### src/rtl/out_fm_st_tile_counter_pkg.sv
// Shared types and constants for the output-FM store tile walker.
// Latency: n/a (package only).
// Backpressure: n/a (package only).
package out_fm_st_pkg;

  localparam int DEF_CW = 16;
  localparam int DEF_AW = 32;
  localparam int PERF_W = 32;

  typedef enum logic [1:0] {
    ST_IDLE = 2'd0,
    ST_RUN  = 2'd1,
    ST_FIN  = 2'd2
  } state_e;

  // Saturating increment for the perf counters: sticks at all-ones.
  function automatic logic [PERF_W-1:0] sat_inc(input logic [PERF_W-1:0] v);
    return (&v) ? v : v + {{(PERF_W-1){1'b0}}, 1'b1};
  endfunction

endpackage

### src/rtl/out_fm_st_tile_counter_if.sv
// Job/beat bundle between the store controller (master) and the tile walker (slave).
// Latency: n/a (wiring only).
// Backpressure: ena is the consumer ready for the valid beat.
interface out_fm_st_tile_counter_if
  import out_fm_st_pkg::*;
#(
  parameter int CW = DEF_CW,
  parameter int AW = DEF_AW
) ();

  // job request side
  logic          start;
  logic          clean;
  logic [CW-1:0] n0_max;
  logic [CW-1:0] n1_max;
  logic [CW-1:0] n2_max;
  logic [AW-1:0] base_addr;
  logic [AW-1:0] stride1;
  logic [AW-1:0] stride2;
  logic          ena;

  // beat / status side
  logic          valid;
  logic [CW-1:0] cnt0;
  logic [CW-1:0] cnt1;
  logic [CW-1:0] cnt2;
  logic [AW-1:0] addr;
  logic          last;
  logic          busy;
  logic          done;

  modport master (
    output start, clean, n0_max, n1_max, n2_max, base_addr, stride1, stride2, ena,
    input  valid, cnt0, cnt1, cnt2, addr, last, busy, done
  );

  modport slave (
    input  start, clean, n0_max, n1_max, n2_max, base_addr, stride1, stride2, ena,
    output valid, cnt0, cnt1, cnt2, addr, last, busy, done
  );

endinterface

### src/rtl/out_fm_st_tile_counter_wrap_cnt.sv
// One wrapping counter level: counts 0..max-1 on inc, flags wrap on the final step.
// Latency: val updates the cycle after inc; wrap is combinational from val/max/inc.
// Backpressure: none; inc is the only advance condition.
module wrap_cnt
  import out_fm_st_pkg::*;
#(
  parameter int CW = DEF_CW
) (
  input  logic          clk,
  input  logic          rst,
  input  logic          clr,
  input  logic          inc,
  input  logic [CW-1:0] max,
  output logic [CW-1:0] val,
  output logic          wrap
);

  localparam logic [CW-1:0] ONE = {{(CW-1){1'b0}}, 1'b1};

  logic [CW-1:0] val_q;
  logic          at_end;

  assign at_end = (val_q == (max - ONE));
  assign wrap   = inc && at_end;
  assign val    = val_q;

  // count up on inc, fold back to 0 after max-1; clr wins over inc
  always_ff @(posedge clk) begin
    if (rst || clr) begin
      val_q <= '0;
    end else if (inc) begin
      val_q <= at_end ? '0 : val_q + ONE;
    end
  end

endmodule

### src/rtl/out_fm_st_tile_counter.sv
// Store-side 3-level tile walker: emits cnt0/cnt1/cnt2 and a linear addr per beat.
// Latency: first beat valid the cycle after start; one beat per cycle; done 1 cycle after last.
// Backpressure: beat held stable while ena=0; advances only on valid&&ena.
// Optional build macro OUT_FM_ST_PERF_EN adds beat_cnt/stall_cnt perf outputs.
module out_fm_st_tile_counter
  import out_fm_st_pkg::*;
#(
  parameter int CW = DEF_CW,
  parameter int AW = DEF_AW
) (
  input  logic                     clk,
  input  logic                     rst,
  out_fm_st_tile_counter_if.slave  bus
`ifdef OUT_FM_ST_PERF_EN
  ,
  output logic [PERF_W-1:0]        beat_cnt,
  output logic [PERF_W-1:0]        stall_cnt
`endif
);

  localparam logic [CW-1:0] CONE = {{(CW-1){1'b0}}, 1'b1};
  localparam logic [AW-1:0] AONE = {{(AW-1){1'b0}}, 1'b1};

  state_e        state_q, state_d;

  // job parameters captured at start; plane_q doubles as the latched base
  logic [CW-1:0] n0_q, n1_q, n2_q;
  logic [AW-1:0] s1_q, s2_q;
  logic [AW-1:0] plane_q, row_q, addr_q;

  logic [CW-1:0] cnt0_w, cnt1_w, cnt2_w;
  logic          wrap0, wrap1, wrap2;

  logic          valid_w;
  logic          start_acc;
  logic          beat;
  logic          zero_len;
  logic          cnt_clr;

  assign valid_w   = (state_q == ST_RUN);
  assign start_acc = (state_q == ST_IDLE) && bus.start && !bus.clean;
  assign beat      = valid_w && bus.ena && !bus.clean;
  assign zero_len  = (bus.n0_max == '0) || (bus.n1_max == '0) || (bus.n2_max == '0);
  assign cnt_clr   = bus.clean || start_acc;

  wrap_cnt #(.CW(CW)) u_cnt0 (
    .clk  (clk),
    .rst  (rst),
    .clr  (cnt_clr),
    .inc  (beat),
    .max  (n0_q),
    .val  (cnt0_w),
    .wrap (wrap0)
  );

  wrap_cnt #(.CW(CW)) u_cnt1 (
    .clk  (clk),
    .rst  (rst),
    .clr  (cnt_clr),
    .inc  (wrap0),
    .max  (n1_q),
    .val  (cnt1_w),
    .wrap (wrap1)
  );

  wrap_cnt #(.CW(CW)) u_cnt2 (
    .clk  (clk),
    .rst  (rst),
    .clr  (cnt_clr),
    .inc  (wrap1),
    .max  (n2_q),
    .val  (cnt2_w),
    .wrap (wrap2)
  );

  // state register
  always_ff @(posedge clk) begin
    if (rst) begin
      state_q <= ST_IDLE;
    end else begin
      state_q <= state_d;
    end
  end

  // next state: clean aborts from anywhere, zero-length jobs skip straight to FIN
  always_comb begin
    state_d = state_q;
    if (bus.clean) begin
      state_d = ST_IDLE;
    end else begin
      unique case (state_q)
        ST_IDLE: if (bus.start) state_d = zero_len ? ST_FIN : ST_RUN;
        ST_RUN:  if (wrap2)     state_d = ST_FIN;
        ST_FIN:                 state_d = ST_IDLE;
        default:                state_d = ST_IDLE;
      endcase
    end
  end

  // job latch and incremental address walk (row/plane bases replace multipliers)
  always_ff @(posedge clk) begin
    if (rst) begin
      n0_q    <= '0;
      n1_q    <= '0;
      n2_q    <= '0;
      s1_q    <= '0;
      s2_q    <= '0;
      plane_q <= '0;
      row_q   <= '0;
      addr_q  <= '0;
    end else if (bus.clean) begin
      plane_q <= '0;
      row_q   <= '0;
      addr_q  <= '0;
    end else if (start_acc) begin
      n0_q    <= bus.n0_max;
      n1_q    <= bus.n1_max;
      n2_q    <= bus.n2_max;
      s1_q    <= bus.stride1;
      s2_q    <= bus.stride2;
      plane_q <= bus.base_addr;
      row_q   <= bus.base_addr;
      addr_q  <= bus.base_addr;
    end else if (beat) begin
      if (!wrap0) begin
        addr_q <= addr_q + AONE;
      end else if (!wrap1) begin
        row_q  <= row_q + s1_q;
        addr_q <= row_q + s1_q;
      end else begin
        plane_q <= plane_q + s2_q;
        row_q   <= plane_q + s2_q;
        addr_q  <= plane_q + s2_q;
      end
    end
  end

  assign bus.valid = valid_w;
  assign bus.busy  = (state_q != ST_IDLE);
  assign bus.done  = (state_q == ST_FIN);
  assign bus.cnt0  = cnt0_w;
  assign bus.cnt1  = cnt1_w;
  assign bus.cnt2  = cnt2_w;
  assign bus.addr  = addr_q;
  assign bus.last  = valid_w &&
                     (cnt0_w == (n0_q - CONE)) &&
                     (cnt1_w == (n1_q - CONE)) &&
                     (cnt2_w == (n2_q - CONE));

`ifdef OUT_FM_ST_PERF_EN
  logic [PERF_W-1:0] beat_q, stall_q;

  // consumed beats and stalled cycles, zeroed per job, saturating, held after done
  always_ff @(posedge clk) begin
    if (rst || bus.clean || start_acc) begin
      beat_q  <= '0;
      stall_q <= '0;
    end else if (valid_w) begin
      if (bus.ena) beat_q  <= sat_inc(beat_q);
      else         stall_q <= sat_inc(stall_q);
    end
  end

  assign beat_cnt  = beat_q;
  assign stall_cnt = stall_q;
`endif

endmodule
### src/flat_wrapper.sv
// flat-port wrapper written by rule: the top's interface ports become plain ports
module out_fm_st_tile_counter_flat import out_fm_st_pkg::*;
#(
  parameter int CW = DEF_CW,
  parameter int AW = DEF_AW
)
  (clk, rst, bus_start, bus_clean, bus_n0_max, bus_n1_max, bus_n2_max, bus_base_addr, bus_stride1, bus_stride2, bus_ena, bus_valid, bus_cnt0, bus_cnt1, bus_cnt2, bus_addr, bus_last, bus_busy, bus_done);
  out_fm_st_tile_counter_if #(.CW(CW), .AW(AW)) bus_i ();
  input  logic clk;
  input  logic rst;
  input wire logic [$bits(bus_i.start)-1:0] bus_start;
  input wire logic [$bits(bus_i.clean)-1:0] bus_clean;
  input wire logic [$bits(bus_i.n0_max)-1:0] bus_n0_max;
  input wire logic [$bits(bus_i.n1_max)-1:0] bus_n1_max;
  input wire logic [$bits(bus_i.n2_max)-1:0] bus_n2_max;
  input wire logic [$bits(bus_i.base_addr)-1:0] bus_base_addr;
  input wire logic [$bits(bus_i.stride1)-1:0] bus_stride1;
  input wire logic [$bits(bus_i.stride2)-1:0] bus_stride2;
  input wire logic [$bits(bus_i.ena)-1:0] bus_ena;
  output wire logic [$bits(bus_i.valid)-1:0] bus_valid;
  output wire logic [$bits(bus_i.cnt0)-1:0] bus_cnt0;
  output wire logic [$bits(bus_i.cnt1)-1:0] bus_cnt1;
  output wire logic [$bits(bus_i.cnt2)-1:0] bus_cnt2;
  output wire logic [$bits(bus_i.addr)-1:0] bus_addr;
  output wire logic [$bits(bus_i.last)-1:0] bus_last;
  output wire logic [$bits(bus_i.busy)-1:0] bus_busy;
  output wire logic [$bits(bus_i.done)-1:0] bus_done;
  assign bus_i.start = bus_start;
  assign bus_i.clean = bus_clean;
  assign bus_i.n0_max = bus_n0_max;
  assign bus_i.n1_max = bus_n1_max;
  assign bus_i.n2_max = bus_n2_max;
  assign bus_i.base_addr = bus_base_addr;
  assign bus_i.stride1 = bus_stride1;
  assign bus_i.stride2 = bus_stride2;
  assign bus_i.ena = bus_ena;
  assign bus_valid = bus_i.valid;
  assign bus_cnt0 = bus_i.cnt0;
  assign bus_cnt1 = bus_i.cnt1;
  assign bus_cnt2 = bus_i.cnt2;
  assign bus_addr = bus_i.addr;
  assign bus_last = bus_i.last;
  assign bus_busy = bus_i.busy;
  assign bus_done = bus_i.done;
  out_fm_st_tile_counter #(.CW(CW), .AW(AW)) u_core (.clk(clk), .rst(rst), .bus(bus_i));
endmodule
### config.mk
export PLATFORM = sky130hd
export DESIGN_NAME = out_fm_st_tile_counter_flat
export DESIGN_NICKNAME = d
export VERILOG_FILES = /design/src/rtl/out_fm_st_tile_counter_pkg.sv /design/src/rtl/out_fm_st_tile_counter_if.sv /design/src/rtl/out_fm_st_tile_counter_wrap_cnt.sv /design/src/rtl/out_fm_st_tile_counter.sv /design/src/flat_wrapper.sv
export SDC_FILE = /design/constraint.sdc
export NUM_CORES = 1
export LEC_CHECK = 0
export CAP_MARGIN = 20
export CORE_UTILIZATION = 30
export DETAILED_ROUTE_END_ITERATION = 10
export DONT_BUFFER_PORTS = 1
export PLACE_DENSITY_LB_ADDON = 0.12
export SYNTH_ARGS = -nofsm -noshare
export SYNTH_HDL_FRONTEND = slang
export SYNTH_SLANG_ARGS = --single-unit
export TNS_END_PERCENT = 50
### constraint.sdc
create_clock -name clk -period 5.76 [get_ports clk]
set_input_delay 0.576 -clock clk [delete_from_list [all_inputs] [get_ports clk]]
set_output_delay 0.576 -clock clk [all_outputs]
set_load 0.1 [all_outputs]
==> After elaboration in Yosys (flattened, before gate mapping) <==
Cells that the tools add are included.
{ "totals": {"in_bits": 149, "elab_cells": 75, "out_inout_bits": 84, "regBits": 258} }
{ "classes": {"reduce_logical": 28, "bitwise": 1, "n_addsub": 9, "n_eq_ne": 7, "mux": 18} }
{ "ops": {"columns": ["op", "count"], "rows": [
  ["two-way mux 32 bit", 11],
  ["adder 32 bit", 2],
  ["adder 16 x 1 -> 16 bit, second input constant", 3],
  ["== test 16 bit", 3],
  ["logical NOT 16 bit", 3],
  ["two-way mux 16 bit", 3],
  ["subtractor 16 x 1 -> 16 bit, second input constant", 3],
  ["adder 32 x 1 -> 32 bit, second input constant", 1],
  ["logical AND 1 bit", 10],
  ["nonzero test 2 bit", 4],
  ["two-way mux 2 bit", 3],
  ["AND reduction 2 bit", 3],
  ["logical OR 1 bit", 4],
  ["inequality test 2 bit, second input constant", 2],
  ["one-hot mux 2 bit (2 select lines)", 1],
  ["AND reduction 3 bit", 1],
  ["== test 2 x 1 -> 1 bit, second input constant", 1],
  ["== test 2 bit, second input constant", 1],
  ["logical NOT 2 bit", 1],
  ["OR reduction 2 bit", 1],
  ["logical NOT 1 bit", 1],
  ["NOT 1 bit", 1]
]} }

==> Depth between registers and ports, before layout <==
{ "depth": {"ltp_word": 9, "mapped_depth": 16, "ltp_nobuf": 13} }

==> By module <==
A second synthesis with hierarchy kept.
{ "unflattened": {"cells_unflattened": 2372, "area_unflattened_um2": 17727.0} }
{ "by_module_without_submodules": {"columns": ["mod", "cells_each", "area_per_inst_um2", "n_inst", "seq_area_each_um2"], "rows": [
  ["out_fm_st_tile_counter", 1913, 13980.9, 1, 4204.0],
  ["wrap_cnt", 153, 1248.7, 3, 320.3]
]} }

==> Worst setup path before layout <==
No wires, ideal clock.
{ "synth_timing": {"path_kind": "flip-flop to output port", "from": "register u_core.u_cnt1.val_q[15], in the netlist u_core.u_cnt1.val[15]", "to": "output bus_last", "path_buffers": 2, "setup_slack_ns": -0.254, "stages_incl_launch_ff": 9, "arrival_ns": 5.438, "t_required_ns": 5.184, "cell_sequence": "dfxtp_1 > xnor2_1 > or4_1 > a211o_1 > nand2_2 > nand4b_4 > buf_6 > clkbuf_1 > nor4_1"} }
{ "synth_via": {"elab_chain_cells": 3} }
{ "synth_lines": {"columns": ["item", "line_no", "rtl"], "rows": [
  ["from (decl)", "out_fm_st_tile_counter_wrap_cnt.sv:20", "logic [CW-1:0] val_q;"],
  ["from (signal assigned)", "out_fm_st_tile_counter_wrap_cnt.sv:32", "val_q <= at_end ? '0 : val_q + ONE;"],
  ["== test 16 bit", "out_fm_st_tile_counter.sv:147", "(cnt1_w == (n1_q - CONE)) &&"],
  ["logical AND 1 bit", "out_fm_st_tile_counter.sv:146", "(cnt0_w == (n0_q - CONE)) &&"],
  ["logical AND 1 bit", "out_fm_st_tile_counter.sv:147", null],
  ["to (decl)", "flat_wrapper.sv:25", "output wire logic [$bits(bus_i.last)-1:0] bus_last;"]
]} }
Every way passes these cells.

==> Final worst setup path <==
{ "layout_timing": {"from": "register u_core.n2_q[2]", "to": "output bus_last"} }
{ "layout_via": {"elab_chain_cells": 3} }
{ "layout_lines": {"columns": ["item", "line_no", "rtl"], "rows": [
  ["from (decl)", "out_fm_st_tile_counter.sv:27", "logic [CW-1:0] n0_q, n1_q, n2_q;"],
  ["from (signal assigned)", "out_fm_st_tile_counter.sv:118", "n2_q <= bus.n2_max;"],
  ["subtractor 16 x 1 -> 16 bit", "out_fm_st_tile_counter.sv:148", "(cnt2_w == (n2_q - CONE));"],
  ["== test 16 bit", "out_fm_st_tile_counter.sv:148", null],
  ["logical AND 1 bit", "out_fm_st_tile_counter.sv:147", null]
]} }
Every way passes these cells.

==> impl_metrics.json <==
{
  "cellInternalPower_mw": 3.50,
  "timing.final.crit_share_pct": 77.5,
  "vdd_ir_drop_max_v": 0.000179,
  "critical_path_arrival_ns": 3.89,
  "drive_gt1_share_pct": 8.20,
  "max_cap_viol_count": 0,
  "swShare_pct": 26.5,
  "final_nets": 2257,
  "totalNegativeSetupSlack_ns": 0,
  "worst-endpoint-required_ns": 5.18,
  "slew_headroom_pct": 21.8,
  "floorplan.die.height_um": 230,
  "cts.htree.levels": 2,
  "tritoncts": "yes",
  "overflow": 0,
  "final.setup_skew_ns": 0.0226,
  "grt_start_max_net_pins": 155,
  "place.gp.congestion": 0.884,
  "total_switching_power_mw": 1.26,
  "drt.antenna.violating_nets": 0,
  "drt-wirelength-per-cell_um": 20.6,
  "core_area_um2": 51400,
  "postSynthCellCount": 2034,
  "worst_slew_pin_slew_ns": 1.17,
  "postPlaceCellArea_um2": 16600,
  "row_count": 83,
  "grt.total_usage_pct": 20.9,
  "via_count": 14600,
  "multi_input_gate_area_in_the_final_layout_um2": 9960,
  "power_frac_comb_pct": 10.4,
  "fmax_mhz": 224,
  "dpl.hpwl_um": 42000,
  "clock_input_transition_at_the_sequential_cells_of_the_worst_setup_and_hold_paths_ns": 0.06,
  "maxSlewViolCount": 0,
  "synth-edff-count": 0,
  "drt_first_iter_violations": 768,
  "firstDrtPassIters": 7,
  "pwr-share-seq_pct": 40.0,
  "mean_area_per_synthesized_cell_um2": 7.69,
  "start_util_pct": 30.4,
  "floorplan.die_area_um2": 53000,
  "yosys_warnings": 0,
  "chipWidth_um": 230,
  "clock_insertion_delay_worst_skew_ns": 0.55,
  "synthesis.nets": 2254,
  "hold_path.class": "primary input to register",
  "powerDensity_nw_per_um2": 266,
  "p_leak_nw": 6.82,
  "critical_path_peak_fanout": 9,
  "cts.path.max_buffers": 3,
  "boundaryPins": 233,
  "area_delta_synth_final_pct": 14.5,
  "highest_count_cells_in_the_layout_ignoring_fill_and_taps": "383 x sky130_fd_sc_hd__nand2_1, 258 x sky130_fd_sc_hd__dfxtp_1, 241 x sky130_fd_sc_hd__a21oi_1, 143 x sky130_fd_sc_hd__nor2_1, 93 x sky130_fd_sc_hd__xnor2_1",
  "final_common_cell": "sky130_fd_sc_hd__nand2_1",
  "combined_area_of_all_synthesized_cells_um2": 15600,
  "finalCriticalPeriod_ns": 4.46,
  "setup.worst_path.end_class": "primary output",
  "final-hold-violation-count": 0,
  "clock_sink_count": 258,
  "grt_pass1_vias": 14200,
  "filler_cell_count": 5499,
  "result_of_the_run": "complete, no violations",
  "postCtsSetupRepairBufs": 0,
  "ys_ff_latch": 258,
  "cts_repair_resize_count": 0,
  "synthArstFlopShare_pct": 0,
  "global_route_wire_length_before_repair_um": 85700,
  "pwr-share-clk_pct": 49.6,
  "most_used_flip_flop_cell_after_synthesis": "sky130_fd_sc_hd__dfxtp_1",
  "cts_inserted_buffers": 35,
  "detail_route.drc_violations": 0,
  "ctsRootBufferMaster": "sky130_fd_sc_hd__clkbuf_16",
  "synth.distinct_cells": 87,
  "rsz0062_at_grt": "no",
  "io_buffer_count": 0,
  "cts_hold_buffers": 0,
  "timing.final.setup_violations": 0,
  "drt-vias-per-instance": 5.31,
  "startpoint_type": "register",
  "setup.worst_path.class": "register to primary output",
  "routed_wire_length_um": 56400,
  "antenna_found_initial": 2,
  "regArea_um2": 5160,
  "design_area_um2": 17900,
  "proportion_of_synthesized_chip_area_in_sequential_cells_pct": 33.0
}
## power by group through the flow
stage | Sequential, mW | Clock [mW] | Combinational [mW]
after CTS | 1.90 | 2.43 | 0.496
after floorplan | 1.92 | 0 | 0.391
after global placement | 1.94 | 0 | 0.489
after global routing | 1.91 | 2.50 | 0.553
after detailed placement | 1.94 | 0 | 0.493
final | 1.90 | 2.36 | 0.495
## sequential cells by signal, summed over array words and instances, names as in the netlist, 32 cells and up
| name | flops |
|---|---|
| u_core.row_q | 32 |
| u_core.bus.addr | 32 |
| u_core.plane_q | 32 |
| u_core.s2_q | 32 |
| u_core.s1_q | 32 |
## cells by family (layout without fill, tap and decap cells)
| group | after synthesis | after routing | share of synthesized area [%] |
|---|---|---|---|
| AOI/OAI and AO/OA | 559 | 559 | 22.1 |
| xor gates and xnor gates | 156 | 156 | 8.82 |
| adders and majority gates | 71 | 71 | 5.78 |
| buffers and inverters | 134 | 162 | 3.55 |
| DFF | 258 | 258 | 33.0 |
| muxes | 22 | 22 | 1.46 |
| other | 0 | 1 | 0 |
| and+or+nand+nor | 834 | 834 | 25.3 |
## cell type report
type                       instances  share of cell area [%]
inverter                          28                   0.587
tap                              680                    4.75
clock inverter                    14                    1.29
timing repair buffer              72                    3.36
clock buffer                      48                    5.55
antenna                            1                  0.0140
multi-input combinational       1642                    55.6
sequential                       258                    28.8
## cells in the mapped netlist, types with 16 or more instances
master,n,share of area [%]
sky130_fd_sc_hd__nand2_1,383,9.2
sky130_fd_sc_hd__a31oi_1,29,1.2
sky130_fd_sc_hd__a21oi_1,241,7.7
sky130_fd_sc_hd__nor3_1,36,1.2
sky130_fd_sc_hd__a22oi_1,18,0.86
sky130_fd_sc_hd__nor2_1,146,3.5
sky130_fd_sc_hd__ha_1,69,5.5
sky130_fd_sc_hd__a211oi_1,24,1.2
sky130_fd_sc_hd__xor2_1,62,3.5
sky130_fd_sc_hd__nor4_1,28,1.1
sky130_fd_sc_hd__dfxtp_1,258,33
sky130_fd_sc_hd__inv_1,28,0.67
sky130_fd_sc_hd__mux2i_1,16,1.0
sky130_fd_sc_hd__nand4_1,26,1.0
sky130_fd_sc_hd__and3_1,38,1.5
sky130_fd_sc_hd__a21o_1,31,1.5
sky130_fd_sc_hd__clkbuf_1,86,2.1
sky130_fd_sc_hd__xnor2_1,93,5.2
sky130_fd_sc_hd__and2_1,17,0.68
sky130_fd_sc_hd__o21ai_0,83,2.7
sky130_fd_sc_hd__nand3_1,48,1.5
## per-stage QoR
step                power (mW)  instances  util, %  worst slack, ns  hold slack, ns
CTS                       4.83       2736     34.7             1.27          0.0734
detailed placement        2.44       2674     32.3             1.46           0.452
finish                    4.76       2743     34.8             1.30          0.0968
floorplan                 2.31       2034        -            0.920           0.436
global placement          2.43       2674     32.3             1.50           0.449
global route              4.96       2742     34.8            0.938          0.0762
## routing by layer
layer / wire length (um) / vias to the layer above / GRT usage, %
met4: 1010 / 0 / 5.22
met1: 24100 / 6901 / 25.7
li1: - / 7270 / -
met5: 0 / - / 0
met2: 27100 / 334 / 35.7
met3: 4180 / 58 / 5.89
## worst paths after layout
kind | from | endpoint | slack (ns) | cells past startpoint
max | u_core.n2_q[2] | bus_last | 1.30 | 9
min | rst | u_core.n2_q[8] | 0.1 | 1
max reg2reg | u_core.n0_q[0] | u_core.bus.addr[14] | 1.43 | 12
min reg2reg | u_core.plane_q[0] | u_core.plane_q[0] | 0.46 | 2
## critical path, stage by stage (launching register included)
cell and delay [ns]:
sky130_fd_sc_hd__dfxtp_1 0.40, sky130_fd_sc_hd__or4_1 0.60, sky130_fd_sc_hd__nor4b_1 0.70, sky130_fd_sc_hd__nand2_1 0.11, sky130_fd_sc_hd__mux2_2 0.28, sky130_fd_sc_hd__a211oi_1 0.27
sky130_fd_sc_hd__a41o_1 0.15, sky130_fd_sc_hd__nand4_1 0.26, sky130_fd_sc_hd__nor4_4 0.22, sky130_fd_sc_hd__buf_4 0.35
Power figures use the tool's default switching activity.
